`src/rtl/timer_bus.sv`:
```
// timer_bus: memory-mapped 32-bit timer/compare peripheral on the data bus.
//
// A prescaler divides clk into ticks. Each tick advances COUNT and compares
// it against COMPARE. A hit sets STATUS.match, which drives timer_int when
// CTRL.ie is set. With CTRL.reload set, COUNT restarts at 0 after a hit,
// which gives a periodic tick.
//
// Ports:
//   clk        single clock, rising edge
//   rst        asynchronous active-low reset
//   bus_sel    slave select; request = bus_sel & (bus_we | bus_re)
//   bus_we     write strobe (wins over bus_re when both are set)
//   bus_re     read strobe
//   bus_addr   word offset inside the segment
//   bus_wdata  write data
//   bus_rdata  registered read data, valid while bus_ack=1, else 0
//   bus_ack    one-cycle acknowledge, the cycle after the request
//   timer_int  level interrupt = STATUS.match & CTRL.ie
//
// Register map (word offsets):
//   0 CTRL      [0] en, [1] ie, [2] reload
//   1 PRESCALE  [PRESCALE_W-1:0] divisor; a tick every PRESCALE+1 cycles
//   2 COUNT     32-bit read/write
//   3 COMPARE   32-bit read/write
//   4 STATUS    [0] match, write 1 to clear
//   5-7         read 0, writes ignored, still acked
module timer_bus #(
  parameter int          PRESCALE_W    = 16,
  parameter int          ADDR_W        = 3,
  parameter logic [31:0] RESET_COMPARE = 32'hFFFF_FFFF
) (
  input  logic              clk,
  input  logic              rst,
  input  logic              bus_sel,
  input  logic              bus_we,
  input  logic              bus_re,
  input  logic [ADDR_W-1:0] bus_addr,
  input  logic [31:0]       bus_wdata,
  output logic [31:0]       bus_rdata,
  output logic              bus_ack,
  output logic              timer_int
);

  localparam logic [ADDR_W-1:0] A_CTRL     = ADDR_W'(0);
  localparam logic [ADDR_W-1:0] A_PRESCALE = ADDR_W'(1);
  localparam logic [ADDR_W-1:0] A_COUNT    = ADDR_W'(2);
  localparam logic [ADDR_W-1:0] A_COMPARE  = ADDR_W'(3);
  localparam logic [ADDR_W-1:0] A_STATUS   = ADDR_W'(4);

  logic                  en;
  logic                  ie;
  logic                  reload;
  logic [PRESCALE_W-1:0] prescale;
  logic [PRESCALE_W-1:0] pcnt;
  logic [31:0]           count;
  logic [31:0]           compare;
  logic                  match;

  logic                  req;
  logic                  wr;
  logic                  tick;
  logic                  hit;
  logic [31:0]           rd_val;

  assign req  = bus_sel & (bus_we | bus_re);
  assign wr   = req & bus_we;
  assign tick = en && (pcnt == prescale);
  // Compared against the current COMPARE, so a same-cycle COMPARE write
  // only affects later ticks.
  assign hit  = tick && (count == compare);

  assign timer_int = match & ie;

  // Read mux samples the registers before any write in this cycle lands,
  // so a combined write/read returns the pre-write value.
  always_comb begin
    rd_val = '0;
    case (bus_addr)
      A_CTRL:     rd_val[2:0] = {reload, ie, en};
      A_PRESCALE: rd_val[PRESCALE_W-1:0] = prescale;
      A_COUNT:    rd_val = count;
      A_COMPARE:  rd_val = compare;
      A_STATUS:   rd_val[0] = match;
      default:    rd_val = '0;
    endcase
  end

  always_ff @(posedge clk or negedge rst) begin
    if (!rst) begin
      en        <= 1'b0;
      ie        <= 1'b0;
      reload    <= 1'b0;
      prescale  <= '0;
      pcnt      <= '0;
      count     <= '0;
      compare   <= RESET_COMPARE;
      match     <= 1'b0;
      bus_ack   <= 1'b0;
      bus_rdata <= '0;
    end else begin
      // Bus response stage: ack and data one cycle after the request.
      bus_ack   <= req;
      bus_rdata <= req ? rd_val : 32'd0;

      if (wr && bus_addr == A_CTRL) begin
        en     <= bus_wdata[0];
        ie     <= bus_wdata[1];
        reload <= bus_wdata[2];
      end

      if (wr && bus_addr == A_PRESCALE) begin
        prescale <= bus_wdata[PRESCALE_W-1:0];
      end

      if (wr && bus_addr == A_COMPARE) begin
        compare <= bus_wdata;
      end

      // Prescaler: a PRESCALE write restarts the divide so the new period
      // begins cleanly.
      if (wr && bus_addr == A_PRESCALE) begin
        pcnt <= '0;
      end else if (!en || tick) begin
        pcnt <= '0;
      end else begin
        pcnt <= pcnt + 1'b1;
      end

      // Counter: a bus write overrides the tick in the same cycle.
      if (wr && bus_addr == A_COUNT) begin
        count <= bus_wdata;
      end else if (tick) begin
        if (hit && reload) count <= 32'd0;
        else               count <= count + 32'd1;
      end

      // Match flag: a hit beats a simultaneous write-1-to-clear.
      if (hit) begin
        match <= 1'b1;
      end else if (wr && bus_addr == A_STATUS && bus_wdata[0]) begin
        match <= 1'b0;
      end
    end
  end

endmodule

```
`config.mk`:
```
export PLATFORM = sky130hd
export DESIGN_NAME = timer_bus
export DESIGN_NICKNAME = d
export VERILOG_FILES = /design/src/rtl/timer_bus.sv
export SDC_FILE = /design/constraint.sdc
export NUM_CORES = 1
export LEC_CHECK = 0
export BUFFER_PORTS_ARGS = -buffer_cell sky130_fd_sc_hd__buf_2
export CORE_MARGIN = 3
export CORE_UTILIZATION = 54
export DETAILED_ROUTE_END_ITERATION = 6
export MAX_ROUTING_LAYER = met4
export PLACE_DENSITY = 0.79
export SLEW_MARGIN = 20
export SYNTH_ARGS = -nofsm -noshare
export SYNTH_HDL_FRONTEND = slang
export SYNTH_SLANG_ARGS = --single-unit
```
`constraint.sdc`:
```
create_clock -name clk -period 3.7 [get_ports clk]
set_input_delay 0 -clock clk [delete_from_list [all_inputs] [get_ports clk]]
set_output_delay 0 -clock clk [all_outputs]
set_load 0.005 [all_outputs]
```
# Word level (Yosys, flattened, before mapping)
# Index checks and enable logic that the tools add are counted.
# word_totals
elab_cells,48
output_inout_bits,34
reg_bits,133
# op_classes
n_mux,12
bitwise,4
eq_ne,6
n_reduce_logical,14
addsub,2
# op_table
cell,n
$mux 32,4
$pmux 13 s3,1
$add 32x1->32 const B,1
$eq 32x32->1,1
$mux 16,2
$pmux 16 s2,1
$add 16x1->16 const B,1
$eq 16x16->1,1
$logic_and 1x1->1,9
$pmux 2 s4,1
$eq 3x2->1 const B,2
$pmux 1 s5,1
$reduce_bool 2->1,2
$and 1x1->1,3
$eq 3x1->1 const B,1
$eq 3x3->1 const B,1
$logic_not 3->1,1
$mux 1,2
$logic_not 1->1,1
$logic_or 1x1->1,1
$or 1x1->1,1

# Depth between registers and ports, before layout
# Gate-level depths: netlist (run 1).
# depth
depth_word,7
depth_mapped,9

# Worst setup path before layout (run 1)
# Ideal clock, no wire load.
# synth_path
path_kind,register to register
start,register count[0]
end,register count[26]
t_arrival_ns,2.075
n_path_buf,1
t_required_ns,3.631
slack_ns,1.556
path_stages_with_launch,9
path_cell_list,dfrtp_1 ha_1 nand3_1 nor3_1 and3_1 clkbuf_1 nand3_1 or4_1 nand3_1
# synth_via
elab_chain_len,6
word_cells_on_any_way,7
classes_between,add/sub (1); eq/ne (1); mux (3); reduce/logical (2)
# synth_rtl
item,line_no,source
from (decl),55,logic [31:0] count;
from (signal assigned),131,count <= bus_wdata;
from (signal assigned),134,else count <= count + 32'd1;
branches (longest 3 deep; another with $add 32x1->32),n/a,
$mux 32 *,133,if (hit && reload) count <= 32'd0;
$mux 32 *,132,end else if (tick) begin
$mux 32 *,130,if (wr && bus_addr == A_COUNT) begin
# Every way passes the cells marked *. The select of a mux whose other input is x is not followed.
# A chain may end at the register's enable or synchronous reset.

# Worst setup path after layout (run 1)
# layout_path
start,register pcnt[2]
end,register count[25]
# layout_via
elab_chain_len,7
word_cells_on_any_way,8
classes_between,eq/ne (1); mux (3); reduce/logical (4)
# layout_rtl
item,line_no,source
from (decl),54,logic [PRESCALE_W-1:0] pcnt;
from (signal assigned),126,pcnt <= pcnt + 1'b1;
$eq 16x16->1 *,67,assign tick = en && (pcnt == prescale);
$logic_and 1x1->1 *,67,
$logic_and 1x1->1,70,assign hit = tick && (count == compare);
$logic_and 1x1->1,133,
$mux 32,133,
$mux 32,132,
$mux 32,130,
# Mark *: on every way between the ends. The rest lies on a longest branch, timed or not. The select of a mux whose other input is x is not followed.

==> out/qor.yml, run 1 <==
ctsHtreeMaxLevel: 4
peakVddDrop_mv: 0.3492
status: "completed"
synthArstFlopShare_pct: 100.0
whs_path_depth: 4
die_area_um2: 13980
syn_avg_cell_area_um2: 10.16
synth-xor-area-share_pct: 7.981
synth_warnings: 0
ff2ff_path_depth: 8
cp_top_family: "simple AND/OR/NAND/NOR gates"
netlist_top_cells_area: "dfrtp_1 37%, dfstp_2 12%, mux2_2 10%"
layout.nets: 807
yosys.area_share.adder_pct: 0.3678
slowest_stage: "o311ai_0"
ys_seq_area_share_pct: 49.50
total_power_mw: 4.828
yosysTopAreaCell: "dfrtp_1"
drt_first_pass_iters: 5
maxCapViolations: 0
fmax_mhz: 359.4
drc: 0
grt_pass1_wl_um: 30290
synth_fp_nets: 712
finalHoldViolCount: 0
synth_area_um2: 6804
fin_tns_setup_ps: 0
r2r_end: "count[25]"
hold_end: "bus_ack"
ys_ff_latch: 133
routed_wl_um: 18080
drt_iter0_markers: 704
antenna_found_initial: 0
grtUsageTotal_pct: 27.86
crit_type: "flop to flop"
min_from: "bus_re"
cts_buffer_depth: 2
wire_per_inst_um: 19.11
skew_ps: 12.04
r2r-start: "pcnt[2]"
die_x_um: 118.3
clock_latency_ps: 430
antenna_cells: 0
p_leak_nw: 3.505
die_h_um: 118.3
regToRegSetupSlack_ps: 920
arrival_ps: 3040
synth_top_family_by_area: "simple AND/OR/NAND/NOR gates"
cts_resized: 0
grt_max_degree: 70
synth_top_area_share_pct: 37.15
grt_overflow: 0
p_per_area_nw_per_um2: 579.1
dp.cells: 880
synth_compound_area_share_pct: 10.46
finalWeightedCongestion: 0.9568
ys_types: 47
synth.area.mux_share_pct: 10.70
multi_input_area_um2: 3242
finalCritPeriodShare_pct: 75.19
synth-simple-area-share_pct: 17.93
fillers: 914
slowest_delay_ps: 510
cts_root_buffer: "clkbuf_16"
worst-path-buf-inv: 1
setup_viol: 0
timing.final.ws_setup_ps: 917.9
tightestPinTransition_ps: 1023
grt_pass1_vias: 5653
fin_crit_ps: 2782
synthCells: 670
synth-main-ff-cell: "dfrtp_1"
relSlewSlack_pct: 31.64
start_kind: "flop"
cts-buffers-inserted: 17
min_path_type: "primary input to flop"
io_pins: 74
start_util_pct: 55.95
synth_edf_count: 0
synth.most_common_cell: "nor2_1"
clk_pin_slew_ps: 60
drive_gt1_share_pct: 28.53
grt_setup_unrepaired: "no"
vias: 5679
path_cells: "xnor2_1 -> nand4_1 -> nor4_2 -> nand2_2 -> nor2_1 -> buf_4 -> nand3_1 -> o311ai_0"
port_buffers: 73
crit_fanout: 20
critPathCaptureType: "flop"
numClockSinks: 133
syn2layout_area_growth_pct: 22.53
fp-row-count: 40
layout.cells.non_filler: 946
critPathRequiredTime_ps: 3960
place_hpwl_um: 12320
drtAntennaViolNets: 0
netlist_top_cells_count: "102 x nor2_1, 101 x dfrtp_1, 62 x mux2_2"
regArea_um2: 3368
post-route-util_pct: 68.55
dp_slack_ps: 1097
slew_violations: 0
cts_tree: "built"
viasPerCell: 6.003
core_area_um2: 12160
how the worst max path moves through the flow:
stage                         from   endpoint  slack, ps  cells past startpoint
after floorplan           count[0]  count[26]       1560                      8
after global placement     pcnt[0]  count[26]       1210                      7
after detailed placement   pcnt[4]  count[25]       1100                      8
after CTS                  pcnt[2]  count[25]        990                      8
after global routing       pcnt[4]  count[25]        660                      8
final                      pcnt[2]  count[25]        920                      8
state kept, by name, indices dropped and copies added, names as in the netlist:
| name | flops |
|---|---|
| bus_ack | 1 |
| pcnt | 16 |
| reload | 1 |
| match | 1 |
| count | 32 |
| prescale | 16 |
| compare | 32 |
| bus_rdata | 32 |
| en | 1 |
| ie | 1 |
cells by family after synthesis:
| group | after synthesis |
|---|---|
| compound gates | 109 |
| buf+inv | 52 |
| xor+xnor | 62 |
| simple gates | 247 |
| fa+ha+maj | 2 |
| mux | 65 |
| flops | 133 |
tightest hold or removal path, delay by kind of cell:
| family | cells | cell delay [ps] |
|---|---|---|
| buffers and inverters | 3 | 350 |
| AO/OA/AOI/OAI | 1 | 60 |
power by group:
part / switching, mW / internal, mW / total [mW] / leakage (nW)
registers: 0.292 / 1.75 / 2.04 / 1.60
logic: 0.449 / 0.418 / 0.867 / 1.58
clock network: 0.641 / 1.28 / 1.92 / 0.320
total: 1.38 / 3.45 / 4.83 / 3.51
through the flow:
stage	cell area, µm²	hold slack (ps)
global placement	7323	151.3
floorplan	6804	-295.6
CTS	8337	5.117
finish	8337	16.86
detailed placement	7323	161.4
global route	8337	39.87
layout by cell type, fill, tap and decap left out, drive strengths merged, types with 15 or more instances in the layout:
cell,netlist,final
mux2,62,62
dfstp,32,32
xor2,40,40
o21ai,22,22
dfrtp,101,101
nand3,24,24
nand4,17,17
a31oi,22,22
nor2,102,102
clkbuf,35,20
a21oi,15,15
a22oi,29,29
xnor2,22,22
buf,11,88
dlygate4sd3,0,34
nand2,30,30
final cells by class:
class / instances / area share (%)
Inverter: 6 / 0.2701
Sequential cell: 133 / 40.40
Multi-Input combinational cell: 485 / 38.89
Tap cell: 168 / 2.521
Clock inverter: 12 / 2.716
Timing Repair Buffer: 122 / 9.845
Clock buffer: 20 / 5.358
timing repair:
| item | in CTS | in global routing |
|---|---|---|
| setup buffers | 0 | 0 |
| hold buffers | 34 | 0 |
| endpoints found under the hold margin | 134 | 0 |
per-layer routing:
| metal | track usage [%] | wire length [µm] |
|---|---|---|
| met2 | 41.73 | 8650 |
| met1 | 37.46 | 7579 |
| met5 | - | 0 |
| met3 | 7.560 | 1472 |
| met4 | 8.278 | 371 |
Note: power is estimated with default switching activity, not from simulation.
==> run 2, diff against run 1 <==
--- a/config.mk
+++ b/config.mk
@@ -7,10 +7,10 @@
 export LEC_CHECK = 0
 export BUFFER_PORTS_ARGS = -buffer_cell sky130_fd_sc_hd__buf_2
 export CORE_MARGIN = 3
-export CORE_UTILIZATION = 54
+export CORE_UTILIZATION = 53
 export DETAILED_ROUTE_END_ITERATION = 6
 export MAX_ROUTING_LAYER = met4
-export PLACE_DENSITY = 0.79
+export PLACE_DENSITY = 0.81
 export SLEW_MARGIN = 20
 export SYNTH_ARGS = -nofsm -noshare
 export SYNTH_HDL_FRONTEND = slang
==> constraint.sdc (replaced) <==
create_clock -name clk -period 2.55 [get_ports clk]
set_input_delay 0 -clock clk [delete_from_list [all_inputs] [get_ports clk]]
set_output_delay 0 -clock clk [all_outputs]
set_load 0.005 [all_outputs]
==> run 2 against run 1 <==
Net effect:
- sequential cell count unchanged
- register-to-register slack got worse by 800 ps
- via count grew 3.3%
- utilization is 0.60 points higher
- clock power up 38%
- sequential share of layout area fell by 0.66 points
- critical path depth rose by 1
- worst hold slack improved by 37 ps
- maximum frequency up 14%
==> out/qor.yml, run 2 (synthesis results as in run 1) <==
finalHoldViolCount: 0  # unchanged
start_util_pct: 55.49  # -0.46 points
syn2layout_area_growth_pct: 24.62
grt_overflow: 0  # unchanged
total_power_mw: 6.959  # +44%
status: "completed"
mostFrequentLayoutCells: "102 x nor2_1, 100 x dfrtp_1, 72 x buf_2, 62 x mux2_2, 40 x xor2_1"
setup_viol: 0  # unchanged
io_pins: 74  # unchanged
critPathRequiredTime_ps: 2910  # -1050 ps
slew_violations: 0  # unchanged
path_cells: "xnor2_1 -> nand4_1 -> nor4_2 -> nand2_2 -> buf_4 -> buf_4 -> nor4_1 -> nor2_1 -> a21oi_1"
slowest_stage: "dfrtp_2"
critPathCaptureType: "flop"
cts-buffers-inserted: 17  # unchanged
wire_per_inst_um: 20.13  # +5.4%
worst-path-buf-inv: 2  # +1
ctsHtreeMaxLevel: 4  # unchanged
slowest_delay_ps: 470  # -40 ps
grt_setup_unrepaired: "yes"
peakVddDrop_mv: 0.4796  # +37%
die_h_um: 119.3  # +0.89%
grt_pass1_vias: 5821  # +3.0%
grt_max_degree: 58  # -17%
port_buffers: 73  # unchanged
drtAntennaViolNets: 0  # unchanged
core_area_um2: 12260  # +0.82%
dp.cells: 892  # +1.4%
relSlewSlack_pct: 51.10  # +19 points
cts_tree: "built"
timing.final.ws_setup_ps: 117.1  # -800.8 ps
clk_pin_slew_ps: 60  # about the same
finalCritPeriodShare_pct: 95.41  # +20 points
drc: 0  # unchanged
fp-row-count: 40  # unchanged
die_area_um2: 14230  # +1.8%
antenna_found_initial: 0  # unchanged
crit_type: "flop to flop"
clock_latency_ps: 430  # about the same
hold_ws_ps: 53.80  # +36.94 ps
drt_iter0_markers: 834  # +18%
vias: 5868  # +3.3%
cts_root_buffer: "clkbuf_16"
place_hpwl_um: 12980  # +5.4%
crit_top_cell: "buf_4"
grtUsageTotal_pct: 28.83  # +0.98 points
arrival_ps: 2790  # -250 ps
crit_fanout: 27  # +35%
die_x_um: 119.3  # +0.89%
layout.nets: 821  # +1.7%
finalWeightedCongestion: 0.9562  # about the same
min_path_type: "primary input to flop"
p_per_area_nw_per_um2: 820.7  # +42%
layout.cells.non_filler: 960  # +1.5%
dp_slack_ps: 108.1  # -989.2 ps
maxCapViolations: 0  # unchanged
final_common_cell: "nor2_1"
fmax_mhz: 411.0  # +14%
tightestPinTransition_ps: 726.8  # -296.5 ps
cts_buffer_depth: 2  # unchanged
top_regs: "bus_rdata x32, compare x32, count x32"
post-route-util_pct: 69.15  # +0.60 points
skew_ps: 5.807  # -6.230 ps
drive_gt1_share_pct: 30.81  # +2.3 points
start_kind: "flop"
cp_top_family: "simple AND/OR/NAND/NOR gates"
numClockSinks: 133  # unchanged
antenna_cells: 0  # unchanged
grt_pass1_wl_um: 31270  # +3.2%
routed_wl_um: 19330  # +6.9%
drt_first_pass_iters: 7  # +2
viasPerCell: 6.113  # +1.8%
p_leak_nw: 3.576  # +2.0%
fin_crit_ps: 2433  # -349.2 ps
==> run 2: tightest hold or removal path: stages <==
cell     delay, ps
buf_2          120
o21ai_1         60
buf_4          200
inv_1           60
==> run 2: metrics by stage <==
stage	setup TNS, ps	instance area (µm²)
2_1_floorplan	0	6804
3_3_place_gp	0	7438
3_5_place_dp	0	7438
4_1_cts	0	8431
5_1_grt	-206.6	8479
6_report	0	8479
==> run 2: final timing paths <==
path,startpoint,endpoint,cells past startpoint,slack (ps)
setup reg to reg,pcnt[11],count[4],9,120
hold reg to reg,ie,ie,1,540
hold / removal,bus_we,bus_ack,4,50
min in group asynchronous,rst,bus_rdata[4],2,170
setup / recovery,pcnt[11],count[4],9,120
max in group asynchronous,rst,compare[2],3,1520
==> run 2: timing repair <==
item	in CTS	in global routing
setup buffers	0	1
hold buffers	35	0
setup endpoints to repair	0	23
gates resized for setup	0	9
endpoints found under the hold margin	127	0
==> run 2: report_power, final <==
group	internal, mW	leakage, nW	switching, mW
combinational	0.643	1.67	0.704
sequential	2.53	1.60	0.429
clock	1.71	0.308	0.939
==> run 2: layer usage <==
layer / wire length (µm) / share of wire (%) / GRT usage (%) / vias up
met5: 0 / 0 / - / -
met1: 8082 / 42 / 38.05 / 2879
met3: 1582 / 8.2 / 7.455 / 57
li1: - / - / - / 2607
met2: 9172 / 47 / 43.59 / 325
met4: 492 / 2.5 / 9.950 / 0
==> run 2: area by class of cell <==
cell class	instances	area, µm²
timing repair buffer	136	953.4
clock buffer	20	466.7
clock inverter	12	175.2
tap	168	210.2
fill	894	3782
multi-input combinational	485	3282
sequential	133	3369
inverter	6	22.52
